`src/rtl/nanotrade_tick_deframer.sv`:
```
// Byte-stream deframer for the NanoTrade core: hunts for a sync byte, assembles a 5-byte tick
// frame, validates its XOR checksum and publishes good ticks as a one-cycle strobe.
module nanotrade_tick_deframer #(
    parameter logic [7:0]  SYNC_BYTE = 8'hA5,
    parameter int unsigned TIMEOUT   = 255,
    parameter int unsigned CNT_W     = 8
) (
    input  logic             clk,
    input  logic             rst,
    input  logic [7:0]       byte_in,
    input  logic             byte_valid,
    output logic             tick_valid,
    output logic [15:0]      tick_price,
    output logic [7:0]       tick_volume,
    output logic             err_pulse,
    output logic [CNT_W-1:0] frame_count,
    output logic [CNT_W-1:0] err_count,
    output logic             in_frame
);

    typedef enum logic [2:0] {
        StHunt,
        StPh,
        StPl,
        StVol,
        StCsum
    } state_e;

    // Timeout fires on the idle edge that would bring the count up to TIMEOUT.
    localparam logic [15:0]      TimeoutLast = 16'(TIMEOUT - 1);
    localparam logic [CNT_W-1:0] CntMax      = '1;

    state_e           state_q, state_d;
    logic [7:0]       ph_q, ph_d;
    logic [7:0]       pl_q, pl_d;
    logic [7:0]       vol_q, vol_d;
    logic [15:0]      idle_q, idle_d;
    logic [15:0]      price_q, price_d;
    logic [7:0]       volume_q, volume_d;
    logic             tick_valid_q, tick_valid_d;
    logic             err_pulse_q, err_pulse_d;
    logic [CNT_W-1:0] frame_count_q, frame_count_d;
    logic [CNT_W-1:0] err_count_q, err_count_d;
    logic             in_frame_q, in_frame_d;

    logic good_frame;
    logic bad_frame;
    logic timeout;

    always_comb begin
        state_d       = state_q;
        ph_d          = ph_q;
        pl_d          = pl_q;
        vol_d         = vol_q;
        idle_d        = idle_q;
        price_d       = price_q;
        volume_d      = volume_q;
        frame_count_d = frame_count_q;
        err_count_d   = err_count_q;
        good_frame    = 1'b0;
        bad_frame     = 1'b0;
        timeout       = (state_q != StHunt) && !byte_valid && (idle_q == TimeoutLast);

        case (state_q)
            StHunt: begin
                if (byte_valid && (byte_in == SYNC_BYTE)) begin
                    state_d = StPh;
                end
            end
            StPh: begin
                if (byte_valid) begin
                    ph_d    = byte_in;
                    state_d = StPl;
                end
            end
            StPl: begin
                if (byte_valid) begin
                    pl_d    = byte_in;
                    state_d = StVol;
                end
            end
            StVol: begin
                if (byte_valid) begin
                    vol_d   = byte_in;
                    state_d = StCsum;
                end
            end
            StCsum: begin
                if (byte_valid) begin
                    state_d = StHunt;
                    if (byte_in == (ph_q ^ pl_q ^ vol_q)) begin
                        good_frame = 1'b1;
                    end else begin
                        bad_frame = 1'b1;
                    end
                end
            end
            default: state_d = StHunt;
        endcase

        // Idle tracking only runs inside a frame; a byte on the deadline cycle wins.
        if (state_q == StHunt) begin
            idle_d = '0;
        end else if (byte_valid) begin
            idle_d = '0;
        end else if (timeout) begin
            idle_d  = '0;
            state_d = StHunt;
        end else begin
            idle_d = idle_q + 16'd1;
        end

        if (good_frame) begin
            price_d  = {ph_q, pl_q};
            volume_d = vol_q;
            if (frame_count_q != CntMax) begin
                frame_count_d = frame_count_q + CNT_W'(1);
            end
        end

        if ((bad_frame || timeout) && (err_count_q != CntMax)) begin
            err_count_d = err_count_q + CNT_W'(1);
        end

        tick_valid_d = good_frame;
        err_pulse_d  = bad_frame || timeout;
        in_frame_d   = (state_d != StHunt);
    end

    always_ff @(posedge clk or posedge rst) begin
        if (rst) begin
            state_q       <= StHunt;
            ph_q          <= '0;
            pl_q          <= '0;
            vol_q         <= '0;
            idle_q        <= '0;
            price_q       <= '0;
            volume_q      <= '0;
            tick_valid_q  <= 1'b0;
            err_pulse_q   <= 1'b0;
            frame_count_q <= '0;
            err_count_q   <= '0;
            in_frame_q    <= 1'b0;
        end else begin
            state_q       <= state_d;
            ph_q          <= ph_d;
            pl_q          <= pl_d;
            vol_q         <= vol_d;
            idle_q        <= idle_d;
            price_q       <= price_d;
            volume_q      <= volume_d;
            tick_valid_q  <= tick_valid_d;
            err_pulse_q   <= err_pulse_d;
            frame_count_q <= frame_count_d;
            err_count_q   <= err_count_d;
            in_frame_q    <= in_frame_d;
        end
    end

    assign tick_valid  = tick_valid_q;
    assign tick_price  = price_q;
    assign tick_volume = volume_q;
    assign err_pulse   = err_pulse_q;
    assign frame_count = frame_count_q;
    assign err_count   = err_count_q;
    assign in_frame    = in_frame_q;

endmodule

```
`config.mk`:
```
export PLATFORM = sky130hd
export DESIGN_NAME = nanotrade_tick_deframer
export DESIGN_NICKNAME = d
export VERILOG_FILES = /design/src/rtl/nanotrade_tick_deframer.sv
export SDC_FILE = /design/constraint.sdc
export NUM_CORES = 1
export LEC_CHECK = 0
export BUFFER_PORTS_ARGS = -buffer_cell sky130_fd_sc_hd__buf_2
export CAP_MARGIN = 20
export CELL_PAD_IN_SITES_DETAIL_PLACEMENT = 1
export CELL_PAD_IN_SITES_GLOBAL_PLACEMENT = 1
export CORE_UTILIZATION = 42
export DETAILED_ROUTE_END_ITERATION = 10
export PLACE_DENSITY_LB_ADDON = 0.1
export SYNTH_ARGS = -nofsm -noshare
export SYNTH_HDL_FRONTEND = slang
export SYNTH_SLANG_ARGS = --single-unit
```
`constraint.sdc`:
```
create_clock -name clk -period 2.15 [get_ports clk]
set_input_delay 0.1075 -clock clk [delete_from_list [all_inputs] [get_ports clk]]
set_output_delay 0.1075 -clock clk [all_outputs]
set_load 0.02 [all_outputs]
```
# [Word-level counts from Yosys, hierarchy flattened]
# Index checks and enable logic that the tools add are counted.
[classes] addsub=3 n_eq_ne=9 n_mux=18 n_bitwise=2 reduce_logical=13
[op_table] op="16-bit two-way mux" count=3
[op_table] op="3-bit two-way mux" count=8
[op_table] op="16-bit by 1-bit adder with 16-bit output (second input constant)" count=1
[op_table] op="8-bit by 1-bit adder with 8-bit output (second input constant)" count=2
[op_table] op="16-bit by 8-bit equality test with 1-bit output (second input constant)" count=1
[op_table] op="8-bit != test (second input constant)" count=2
[op_table] op="8-bit bitwise XOR" count=2
[op_table] op="3-bit one-hot mux with 5 select lines" count=1
[op_table] op="8-bit equality test" count=1
[op_table] op="8-bit equality test (second input constant)" count=1
[op_table] op="2-bit AND reduction" count=4
[op_table] op="3-bit by 2-bit equality test with 1-bit output (second input constant)" count=2
[op_table] op="1-bit two-way mux" count=6
[op_table] op="3-bit nonzero test" count=2
[op_table] op="1-bit logical AND" count=4
[op_table] op="3-bit by 1-bit equality test with 1-bit output (second input constant)" count=1
[op_table] op="3-bit equality test (second input constant)" count=1
[op_table] op="3-bit zero test" count=1
[op_table] op="1-bit zero test" count=1
[op_table] op="1-bit logical OR" count=1
[word_totals] register_bits=86 input_bits=11 output_inout_bits=43

# [Longest topological paths before layout]
[logic_depth] depth_word=8 ltp_mapped=8

# [Least setup slack after synthesis]
# Ideal clock, no wire load.
[synth_path] path_kind="reg-to-reg" startpoint="reg state_q[0]" endpoint="reg frame_count_q[1], in the netlist frame_count[1]" arrival_time_ps=1976 path_slack_ps=49 path_stages_with_launch=8 cell_sequence="dfrtp_1 clkbuf_1 nor4b_1 or3b_1 buf_2 buf_6 nor2_1 mux2_2"
[synth_via] elab_chain_len=3
[synth_lines] item="start, declared" line="33" rtl="state_e state_q, state_d;"
[synth_lines] item="start signal, assigned" line="132" rtl="state_q <= StHunt;"
[synth_lines] item="start signal, assigned" line="145" rtl="state_q <= state_d;"
[synth_lines] item="3-bit equality test" line="64" rtl="case (state_q)"
[synth_lines] item="1-bit two-way mux" line="64"
[synth_lines] item="2-bit AND reduction (no line)"
[synth_lines] item="end signal, assigned" line="154" rtl="frame_count_q <= frame_count_d;"
[synth_lines] item="end, declared" line="42" rtl="logic [CNT_W-1:0] frame_count_q, frame_count_d;"
# No other way between the ends.
# A chain may end at the register's enable or synchronous reset.

# [Worst setup path in the final report]
[layout_path] startpoint="reg ph_q[1]" endpoint="reg frame_count_q[6], in the netlist frame_count[6]"
[layout_via] elab_chain_len=7
[layout_lines] item="start, declared" line="34" rtl="logic [7:0] ph_q, ph_d;"
[layout_lines] item="start signal, assigned" line="146" rtl="ph_q <= ph_d;"
[layout_lines] item="8-bit bitwise XOR (2 in series)" line="91" rtl="if (byte_in == (ph_q ^ pl_q ^ vol_q)) begin"
[layout_lines] item="8-bit equality test" line="91"
[layout_lines] item="1-bit two-way mux" line="91"
[layout_lines] item="1-bit two-way mux" line="89" rtl="if (byte_valid) begin"
[layout_lines] item="1-bit two-way mux" line="64"
[layout_lines] item="2-bit AND reduction (no line)"
# No other way between the ends.

==> flow_summary.json <==
{
  "status": "finished, final reports clean",
  "synth_ff_type": "dfrtp_1",
  "clkTransAtPathRegs_ns": 0.09,
  "cts_buffers": 9,
  "via_count": 2676,
  "hold_slack_ns": 0.06116,
  "netlist-cell-type-count": 37,
  "async_reset_ff_share_pct": 100.0,
  "cp.arrival_ns": 2.37,
  "die_area_um2": 9778,
  "syn_area_um2": 3943,
  "wl_um": 8324,
  "grt_setup_unrepaired": "yes",
  "vias_per_cell": 5.299,
  "cpLargestDelayFamily": "simple AND/OR/NAND/NOR gates",
  "wl_per_cell_um": 16.48,
  "drc": 0,
  "hpwl_um": 5877,
  "yosysTopAreaCell": "dfrtp_1",
  "die_w_um": 98.89,
  "ant_nets": 0,
  "critPathSlowestCell": "or3b_4",
  "grt_pass1_wl_um": 14190,
  "crit_path_max_incr_delay_ns": 0.49,
  "synth_compound_area_share_pct": 2.729,
  "syn_avg_cell_area_um2": 12.64,
  "dpl_cell_area_um2": 4504,
  "ir_worst_vdd_v": 0.0004027,
  "startpoint_type": "flop",
  "grt_pass1_vias": 2749,
  "end_kind": "flop",
  "p_per_area_nw_per_um2": 1005,
  "synthSimpleGateAreaFrac_pct": 13.93,
  "antenna_found_initial": 0,
  "synth_enable_flop_cells": 0,
  "globalplace.congestion": 0.7580,
  "crit_top_cell": "xnor2_1",
  "required_ns": 2.40,
  "start_util_pct": 44.34,
  "cts.htree.levels": 3,
  "path_buf_inv": 0,
  "clock-root-buffer": "clkbuf_8",
  "skew_ns": 0.01628,
  "fin_crit_sh_pct": 98.71,
  "synth_warnings": 0,
  "synth_top_area_share_pct": 54.59,
  "ys_top_cells_by_count": "dfrtp_1 (86), mux2_2 (57), xnor2_1 (25)",
  "criticalPathCategory": "reg -> reg",
  "postLayoutCellArea_um2": 4868,
  "clkSinkCount": 86,
  "p_leak_nw": 2.368,
  "fin_nets": 408,
  "antenna_cells": 0,
  "synthesis.nets": 327,
  "row_count": 34,
  "period_needed_ns": 2.122,
  "path_cells": "xnor2_1 -> xnor2_1 -> nand4_1 -> or3b_4 -> nor3_1 -> mux2_2",
  "worstMarginPinSlew_ns": 0.6134,
  "clk-insertion-delay-late_ns": 0.36,
  "port_buffers": 53,
  "drv_cap": 0,
  "drive_above_1_share_pct": 43.83,
  "final_util_pct": 54.76,
  "ys_seq_elements": 86,
  "muxShareOfSynthArea_pct": 16.28,
  "synth_top_family_by_area": "multiplexers",
  "die_h_um": 98.89,
  "cts_tree": "yes",
  "ioPinCount": 54,
  "drtIter0Drc": 75,
  "area_growth_pct": 23.48,
  "grt_use_total_pct": 18.70,
  "synth_xor_area_share_pct": 9.330,
  "yosys-top-cells-area": "dfrtp_1 (55%), mux2_2 (16%), xnor2_1 (5.6%)",
  "grt_max_degree": 32,
  "setup_tns_ns": 0,
  "coreArea_um2": 8891,
  "dr.pass1.iters": 4,
  "max_freq_mhz": 471.2,
  "worstHoldPathType": "in -> reg",
  "hold_viol_final": 0,
  "overflow": 0,
  "synth_most_common_cell": "dfrtp_1",
  "seq_area_frac_synth_pct": 54.59,
  "max-slew-margin-rel_pct": 59.02,
  "critPathMaxFanout": 5,
  "report.final.slew_viol_count": 0,
  "syn-instance-count": 312,
  "setup_viol": 0,
  "clock_path_buffers": 2,
  "fill_cells": 953,
  "synth_fa_ha_area_share_pct": 1.269
}
-- worst paths after layout --
path	cells past startpoint	endpoint	slack (ns)	from
max reg2reg	6	frame_count[6]	0.03	ph_q[1]
max in group asynchronous	4	tick_price[4]	1.23	rst
max	6	frame_count[6]	0.03	ph_q[1]
min reg2reg	1	tick_price[5]	0.51	tick_price[5]
min	2	vol_q[3]	0.06	byte_in[3]
min in group asynchronous	3	tick_volume[1]	0.36	rst
-- where the power goes --
part	leakage, nW	total, mW	internal [mW]	switching [mW]
Clock	0.115	1.35	0.766	0.584
Sequential	1.15	2.19	1.91	0.280
Combinational	1.10	1.35	0.757	0.597
-- kinds of logic after synthesis --
| family | Yosys count |
|---|---|
| DFF | 86 |
| adders and majority gates | 4 |
| and+or+nand+nor | 90 |
| muxes | 57 |
| xor gates and xnor gates | 42 |
| AOI/OAI and AO/OA | 17 |
| buffers and inverters | 16 |
-- metrics by stage --
step | total power [mW] | std cells | setup slack (ns)
3_5_place_dp | 3.468 | 487 | -0.04718
6_report | 4.891 | 505 | 0.02783
3_3_place_gp | 3.411 | 487 | 0.008188
4_1_cts | 4.860 | 504 | -0.0001863
5_1_grt | 5.183 | 505 | -0.09708
2_1_floorplan | 3.054 | 312 | 0.04923
-- layout make-up --
class,instances,area (µm²),share of cell area [%]
clock buffers,9,123.9,2.544
clock inverters,6,111.4,2.287
inverters,5,22.52,0.4626
multi-input cells,210,1813,37.24
flip-flops and latches,86,2152,44.20
well taps,108,135.1,2.776
repair buffers,81,510.5,10.49
-- routing by layer --
metal | GRT usage [%] | wire length [µm]
met1 | 25.81 | 3978
met2 | 28.94 | 3870
met3 | 3.688 | 316
met4 | 7.692 | 159
met5 | 0 | 0
-- placed cells by master, fill, tap and decap left out, types with 2 or more instances in the layout --
master and instances:
nor4b_1 2, a21oi_1 4, a31oi_1 2, nand2_1 17, nor2_1 20, a21oi_2 2
buf_2 53, nor4b_4 3, nand3b_1 2, clkinvlp_4 2, and3_1 5, xnor2_2 5
xor2_1 17, nor3_1 5, a21boi_1 3, o21ai_0 3, dfrtp_1 86, xnor2_1 20
buf_4 23, nand4_2 2, bufinv_16 3, nand3_1 9, ha_1 4, nor4bb_1 2
clkbuf_8 9, or3_1 4, buf_6 2, inv_1 4, nand2b_1 2, nand4_1 7
mux2_2 57, buf_12 2
-- state kept, by name (all words and copies together), names as in the netlist --
register	count
tick_volume	8
in_frame	1
idle_q	16
tick_valid	1
err_pulse	1
frame_count	8
vol_q	8
err_count	8
pl_q	8
tick_price	16
state_q	3
ph_q	8
-- what timing repair did --
action / CTS / global route
gates resized for setup: 4 / 17
hold endpoints to repair: 24 / 0
pin swaps: 2 / 9
hold buffers: 1 / 0
endpoints found under the setup margin: 38 / 38
buffers inserted: 1 / 1
Power figures use the tool's default switching activity.
